`src/rtl/serial_subtractor.sv`:
```
// Multi-cycle subtractor: d = a - b - bin over WIDTH bits, STEP bits per clock,
// with a start/busy/done handshake. WIDTH must be a multiple of STEP.
//
//   state | meaning
//   ------+--------------------------------------------------------------
//   IDLE  | waiting for start; results from the last operation are held
//   RUN   | one STEP-bit slice processed per clock, LSB chunk first
module serial_subtractor #(
  parameter int WIDTH = 8,
  parameter int STEP  = 1
) (
  input  logic             clk,
  input  logic             rst,
  input  logic             start,
  input  logic [WIDTH-1:0] a,
  input  logic [WIDTH-1:0] b,
  input  logic             bin,
  output logic             busy,
  output logic             done,
  output logic [WIDTH-1:0] d,
  output logic             bo,
  output logic             zero
);

  localparam int N  = WIDTH / STEP;
  localparam int CW = (N > 1) ? $clog2(N) : 1;
  localparam logic [CW-1:0] LAST_CHUNK = CW'(N - 1);

  typedef enum logic {IDLE, RUN} state_t;

  state_t           state;
  logic [WIDTH-1:0] a_sr;
  logic [WIDTH-1:0] b_sr;
  logic [WIDTH-1:0] r_sr;
  logic             br;
  logic [CW-1:0]    cnt;

  logic [STEP-1:0]  slice_d;
  logic             slice_bo;
  logic             br_c;
  logic [WIDTH-1:0] r_next;

  // Ripple of full-subtractor cells across the current STEP-bit slice.
  always_comb begin
    br_c    = br;
    slice_d = '0;
    for (int i = 0; i < STEP; i++) begin
      slice_d[i] = a_sr[i] ^ b_sr[i] ^ br_c;
      br_c       = (~a_sr[i] & b_sr[i]) | (~(a_sr[i] ^ b_sr[i]) & br_c);
    end
    slice_bo = br_c;
  end

  // New slice enters at the top; after N chunks the LSB chunk sits at bit 0.
  assign r_next = WIDTH'({slice_d, r_sr} >> STEP);

  always_ff @(posedge clk or posedge rst) begin
    if (rst) begin
      state <= IDLE;
      a_sr  <= '0;
      b_sr  <= '0;
      r_sr  <= '0;
      br    <= 1'b0;
      cnt   <= '0;
      busy  <= 1'b0;
      done  <= 1'b0;
      d     <= '0;
      bo    <= 1'b0;
      zero  <= 1'b0;
    end else begin
      done <= 1'b0;
      case (state)
        IDLE: begin
          if (start) begin
            a_sr  <= a;
            b_sr  <= b;
            br    <= bin;
            cnt   <= '0;
            busy  <= 1'b1;
            state <= RUN;
          end
        end
        RUN: begin
          a_sr <= a_sr >> STEP;
          b_sr <= b_sr >> STEP;
          r_sr <= r_next;
          br   <= slice_bo;
          cnt  <= cnt + CW'(1);
          if (cnt == LAST_CHUNK) begin
            d     <= r_next;
            bo    <= slice_bo;
            zero  <= (r_next == '0);
            done  <= 1'b1;
            busy  <= 1'b0;
            state <= IDLE;
          end
        end
        default: state <= IDLE;
      endcase
    end
  end

endmodule

```
`config.mk`:
```
export PLATFORM = sky130hd
export DESIGN_NAME = serial_subtractor
export DESIGN_NICKNAME = d
export VERILOG_FILES = /design/src/rtl/serial_subtractor.sv
export SDC_FILE = /design/constraint.sdc
export NUM_CORES = 1
export LEC_CHECK = 0
export CAP_MARGIN = 20
export CORE_ASPECT_RATIO = 0.75
export CORE_MARGIN = 8
export CORE_UTILIZATION = 46
export CTS_CLUSTER_DIAMETER = 200
export DETAILED_ROUTE_END_ITERATION = 6
export GPL_TIMING_DRIVEN = 0
export PLACE_DENSITY = 0.79
export REMOVE_ABC_BUFFERS = 1
export SYNTH_ARGS = -nofsm -noshare
export SYNTH_HDL_FRONTEND = slang
export SYNTH_SLANG_ARGS = --single-unit
```
`constraint.sdc`:
```
create_clock -name clk -period 1.33 [get_ports clk]
set_input_delay 0.1995 -clock clk [delete_from_list [all_inputs] [get_ports clk]]
set_output_delay 0.1995 -clock clk [all_outputs]
set_load 0.03 [all_outputs]
```
==> flow_summary.toml, run 1 <==
[global_route]
grt_pass1_vias = 1195
antenna_found_initial = 0
grt_max_degree = 41
grt_pass1_wl_um = 5520
grt_use_total = 0.119
gr-total-overflow = 0

[clock_tree]
cts.root.buffer_cell = "clkbuf_8"
cts_buffers = 5
clock_latency_ns = 0.28
cts.clk_slew.worst_paths_ns = 0.07
clkSinkCount = 40
cts_tree = "yes"
htree_levels = 2
holdBufCountCts = 0
cts_max_path_buffers = 2

[floorplanning]
row_count = 19
die_y_um = 68.8
die_w_um = 86.5
ios = 32
die-area_mm2 = 0.00595
initial_core_util = 0.474
coreArea_mm2 = 0.00361

[worst_setup_path]
cp.required_ns = 1.55
end_kind = "flip-flop"
crit_type = "reg2reg"
rr_worst_depth = 3
cp_max_fo = 3
crit_path_start_kind = "flip-flop"
critPathArrivalTime_ns = 1.61

[cells_and_area]
layout.cells.non_filler = 227
final_common_cell = "dfrtp_1"
layout-drive-gt1-share = 0.206
final_cell_mix = "39 x dfrtp_1, 19 x mux2i_1, 18 x clkdlybuf4s50_1, 15 x nand2_1, 15 x o21ai_0"
fin_nets = 197
area_growth_pct = 30.8
n_antenna_cell = 0
fin_area_mm2 = 0.00224
fill_cells = 294

[power_and_ir_drop]
vdd_drop_max_mv = 1.10
power_leakage_uw = 0.00107
seq_power_share = 0.429
power.density_mw_per_mm2 = 2290
switching_share = 0.361
clockPowerShare = 0.156
finalPower_uw = 5120
p_sw_uw = 1850
p_int_uw = 3270
pwr-share-comb = 0.415

[synthesis]
synth.largest_area_cell = "dfrtp_1"
synthMuxAreaShare = 0.210
synth_cell_types = 23
synthArstFlopShare = 1.00
seq_area_frac_synth = 0.584
synth_area_leaders = "dfrtp_1 58%, mux2i_1 11%, mux2_2 9.9%"
synth_area_per_cell_um2 = 12.6
synth-seq-cells = 40
syn_area_mm2 = 0.00171
synth-xor-area-share = 0
synth_fa_ha_area_frac = 0.0263
ys_warn_count = 0
synth_compound_area_frac = 0.0723
synth_top_family_by_area = "multiplexers"
synthCells = 136
synth_top_area_frac = 0.584
yosys.area_share.simple = 0.0628
ys.flop_type = "dfrtp_1"
synth_edf_count = 0

[detailed_routing]
drc = 0
wl_um = 3280
drtIter0Drc = 46
ant_nets = 0
vias = 1115
vias_per_cell = 4.91
wl_per_cell_um = 14.4
first_pass_iters = 4

[sta]
tightestPinTransition_ns = 0.803
fin_crit_sh = 1.05
timing.slew.headroom = 0.464
timing.final.ws_setup_ns = -0.0646
maxSlewViolCount = 0
period_needed_ns = 1.39
fin_setup_tns_ns = -0.0646
setup_viol = 1
rsz0062_at_grt = "true"
timing.fmax_mhz = 717
clock_skew_ns = 0.00493
hold_violations = 0

[status]
status = "complete, but fails checks"
violations = "negative setup slack"

[placed_design]
place_ws_ns = -0.640
dp_hpwl_um = 2190
placed_cell_area_mm2 = 0.00206
dp_cells = 212
io_buffers = 31
gp_congestion = 0.709

[flow_run]
cap_violations = 0

[hold_path]
hp-class = "in2async"
-- per-stage QoR --
step	hold WS, ns	utilization
3_5_place_dp	0.469	0.570
3_3_place_gp	0.464	0.562
2_1_floorplan	0.307	-
6_report	0.390	0.620
5_1_grt	0.495	0.620
4_1_cts	0.430	0.613
-- cells in the mapped netlist, types with 2 or more instances --
cell and n:
mux2_2 15, nand2_1 15, nand2b_1 2, nor2_1 4, inv_1 5, dfrtp_1 40
o21ai_0 15, mux2i_1 19, nor4_1 2, ha_1 2, buf_4 4, a21oi_1 2
-- power groups by stage --
stage          Sequential [uW]  Combinational (uW)  Clock [uW]
2_1_floorplan             2480                 887           0
3_3_place_gp              2240                1730           0
3_5_place_dp              2180                1990           0
4_1_cts                   2190                2070         824
5_1_grt                   2270                2340         882
6_report                  2200                2120         801
-- layer usage --
layer	vias to the layer above	share of wire	track usage
li1	551	-	-
met1	541	0.48	0.147
met2	21	0.47	0.193
met4	0	0.0031	0.0321
met5	-	0	0
met3	2	0.047	0.0473
-- what timing repair did --
item                                    4_1_cts  5_1_grt
endpoints found under the setup margin       48       10
pin swaps                                     4        2
resized for setup                            26        3
buffers inserted                              4        2
cloned                                        1        0
-- kinds of logic (layout without fill, tap and decap cells) --
kind of cell             Yosys count  in the layout
AO/OA/AOI/OAI                     22             22
adder cells (fa/ha/maj)            3              3
buffers and inverters             13             51
flip-flops                        40             40
multiplexers                      34             34
AND/OR/NAND/NOR                   24             25
-- final cells by class --
class / instances / area (um2) / share of cell area
Clock buffer: 8 / 90.1 / 0.0402
Inverter: 5 / 18.8 / 0.00838
Multi-Input combinational cell: 84 / 693 / 0.309
Sequential cell: 40 / 1000 / 0.448
Tap cell: 52 / 65.1 / 0.0290
Timing Repair Buffer: 38 / 369 / 0.165
-- sequential cells by signal, summed over array words and instances, names as in the netlist --
signal / count
b_sr: 8
done: 1
a_sr: 8
busy: 1
zero: 1
d: 8
cnt: 3
r_sr: 7
bo: 1
br: 1
state: 1
-- final timing paths --
check	from	to	slack (ns)
max	a_sr[0]	zero	-0.06
min	rst	b_sr[6]	0.39
max reg2reg	a_sr[0]	zero	-0.06
min in group clk	b_sr[1]	b_sr[0]	0.48
min reg2reg	b_sr[1]	b_sr[0]	0.48
max in group asynchronous	rst	state	0.34
-- worst max-delay path: stages (launching register included) --
cell	delay (ns)
dfrtp_1	0.40
fa_1	0.52
nor4_1	0.20
a41o_1	0.21
No activity file was read; power rests on OpenSTA's default activity.
==> run 2, diff against run 1 <==
--- a/config.mk
+++ b/config.mk
@@ -10,8 +10,8 @@
 export CORE_MARGIN = 8
 export CORE_UTILIZATION = 46
 export CTS_CLUSTER_DIAMETER = 200
+export CTS_CLUSTER_SIZE = 14
 export DETAILED_ROUTE_END_ITERATION = 6
-export GPL_TIMING_DRIVEN = 0
 export PLACE_DENSITY = 0.79
 export REMOVE_ABC_BUFFERS = 1
 export SYNTH_ARGS = -nofsm -noshare
==> run 2 against run 1 <==
Effect of this change:
- the run still ends with negative setup slack left
- global-route usage rose by 0.59 points
- count of clock-buffer cells in the layout fell by 2
- critical path type unchanged
- sequential cell count did not move
- via count rose by 5.8%
==> flow_summary.toml, run 2 (synthesized netlist as in run 1, its figures left out) <==
[placed_design]
place_ws_ns = -0.130
io_buffers = 31
gp_congestion = 0.743
dp_cells = 220
dp_hpwl_um = 2360

[detailed_routing]
first_pass_iters = 4
vias = 1180
vias_per_cell = 5.04
drtIter0Drc = 63
wl_per_cell_um = 14.9
ant_nets = 0
drc = 0
wl_um = 3500

[floorplanning]
row_count = 19
die_w_um = 86.5
initial_core_util = 0.474
ios = 32
die-area_mm2 = 0.00595
die_y_um = 68.8
coreArea_mm2 = 0.00361

[clock_tree]
cts.clk_slew.worst_paths_ns = 0.08
cts_buffers = 5
cts_max_path_buffers = 2
cts_tree = "yes"
clkSinkCount = 40
holdBufCountCts = 0
clock_latency_ns = 0.30
cts.root.buffer_cell = "clkbuf_8"
htree_levels = 2

[sta]
period_needed_ns = 1.36
timing.slew.headroom = 0.717
fin_crit_sh = 1.02
hold_violations = 0
timing.fmax_mhz = 735
maxSlewViolCount = 0
timing.final.ws_setup_ns = -0.0311
holdWs_ns = 0.252
rsz0062_at_grt = "true"
clock_skew_ns = 0.0122
setup_viol = 3
tightestPinTransition_ns = 0.421

[cells_and_area]
top_regs = "a_sr x8, b_sr x8, d x8"
fin_nets = 204
final_util = 0.645
final_cell_mix = "40 x dfrtp_1, 19 x mux2i_1, 19 x clkdlybuf4s50_1, 15 x nand2_1, 15 x o21ai_0"
layout-drive-gt1-share = 0.236
layout.cells.non_filler = 234
area_growth_pct = 36.0
final_common_cell = "dfrtp_1"
n_antenna_cell = 0

[power_and_ir_drop]
seq_power_share = 0.397
vdd_drop_max_mv = 1.09
p_sw_uw = 1960
clockPowerShare = 0.178
p_int_uw = 3480
pwr-share-comb = 0.425
power.density_mw_per_mm2 = 2330
finalPower_uw = 5440
switching_share = 0.360
power_leakage_uw = 0.00112

[worst_setup_path]
critPathArrivalTime_ns = 1.60
crit_type = "reg2reg"
end_kind = "flip-flop"
cp_max_fo = 3
crit_path_start_kind = "flip-flop"
cp.required_ns = 1.57

[flow_run]
cap_violations = 0

[status]
violations = "negative setup slack"
status = "complete, but fails checks"

[global_route]
grt_max_degree = 41
grt_use_total = 0.125
gr-total-overflow = 0
grt_pass1_wl_um = 5730
antenna_found_initial = 0
grt_pass1_vias = 1203

[hold_path]
hp-class = "in2async"
run 2: area by class of cell:
class / instances / area [um2]
clock buffers: 6 / 72.6
clock inverters: 2 / 35.0
fillers: 284 / 1280
inverters: 5 / 18.8
multi-input cells: 84 / 699
flip-flops and latches: 40 / 1000
well taps: 52 / 65.1
repair buffers: 45 / 438
run 2: critical path, stage by stage, from the launching register on:
cell and delay, ns:
dfrtp_1 0.37, inv_2 0.05, fa_1 0.52, nor4_2 0.18, a41o_1 0.18
run 2: final timing paths:
path | start | endpoint | slack, ns | cells past startpoint
max | br | zero | -0.03 | 4
min | rst | b_sr[0] | 0.25 | 3
max reg2reg | br | zero | -0.03 | 4
min reg2reg | b_sr[1] | b_sr[0] | 0.48 | 2
max in group asynchronous | rst | d[2] | 0.88 | 3
min in group clk | b_sr[1] | b_sr[0] | 0.48 | 2
run 2: timing repair:
item / in CTS / in global routing
cloned: 1 / 0
gates resized for setup: 21 / 5
setup endpoints to repair: 22 / 8
pin swaps: 4 / 0
buffers inserted: 2 / 3
endpoints found under the hold margin: 0 / 0
run 2: metal layers:
layer,vias to the layer above,routed length [um],GRT usage
li1,559,-,-
met1,595,1530,0.149
met2,26,1750,0.205
met3,0,217,0.0580
met4,0,0,0.0278
met5,-,0,0
run 2: power groups by stage:
| stage | logic (uW) | registers, uW | clock network, uW |
|---|---|---|---|
| finish | 2310 | 2160 | 967 |
| global route | 2500 | 2230 | 1050 |
| CTS | 2200 | 2140 | 991 |
| detailed placement | 2150 | 2140 | 0 |
| global placement | 2040 | 2100 | 0 |
| floorplan | 887 | 2480 | 0 |
run 2: stage by stage:
stage / area, um2 / TNS (ns)
final: 2330 / -0.0635
after global routing: 2330 / -0.233
after CTS: 2280 / -0.0454
after detailed placement: 2140 / -0.918
after global placement: 2140 / -0.456
after floorplan: 1660 / -6.84
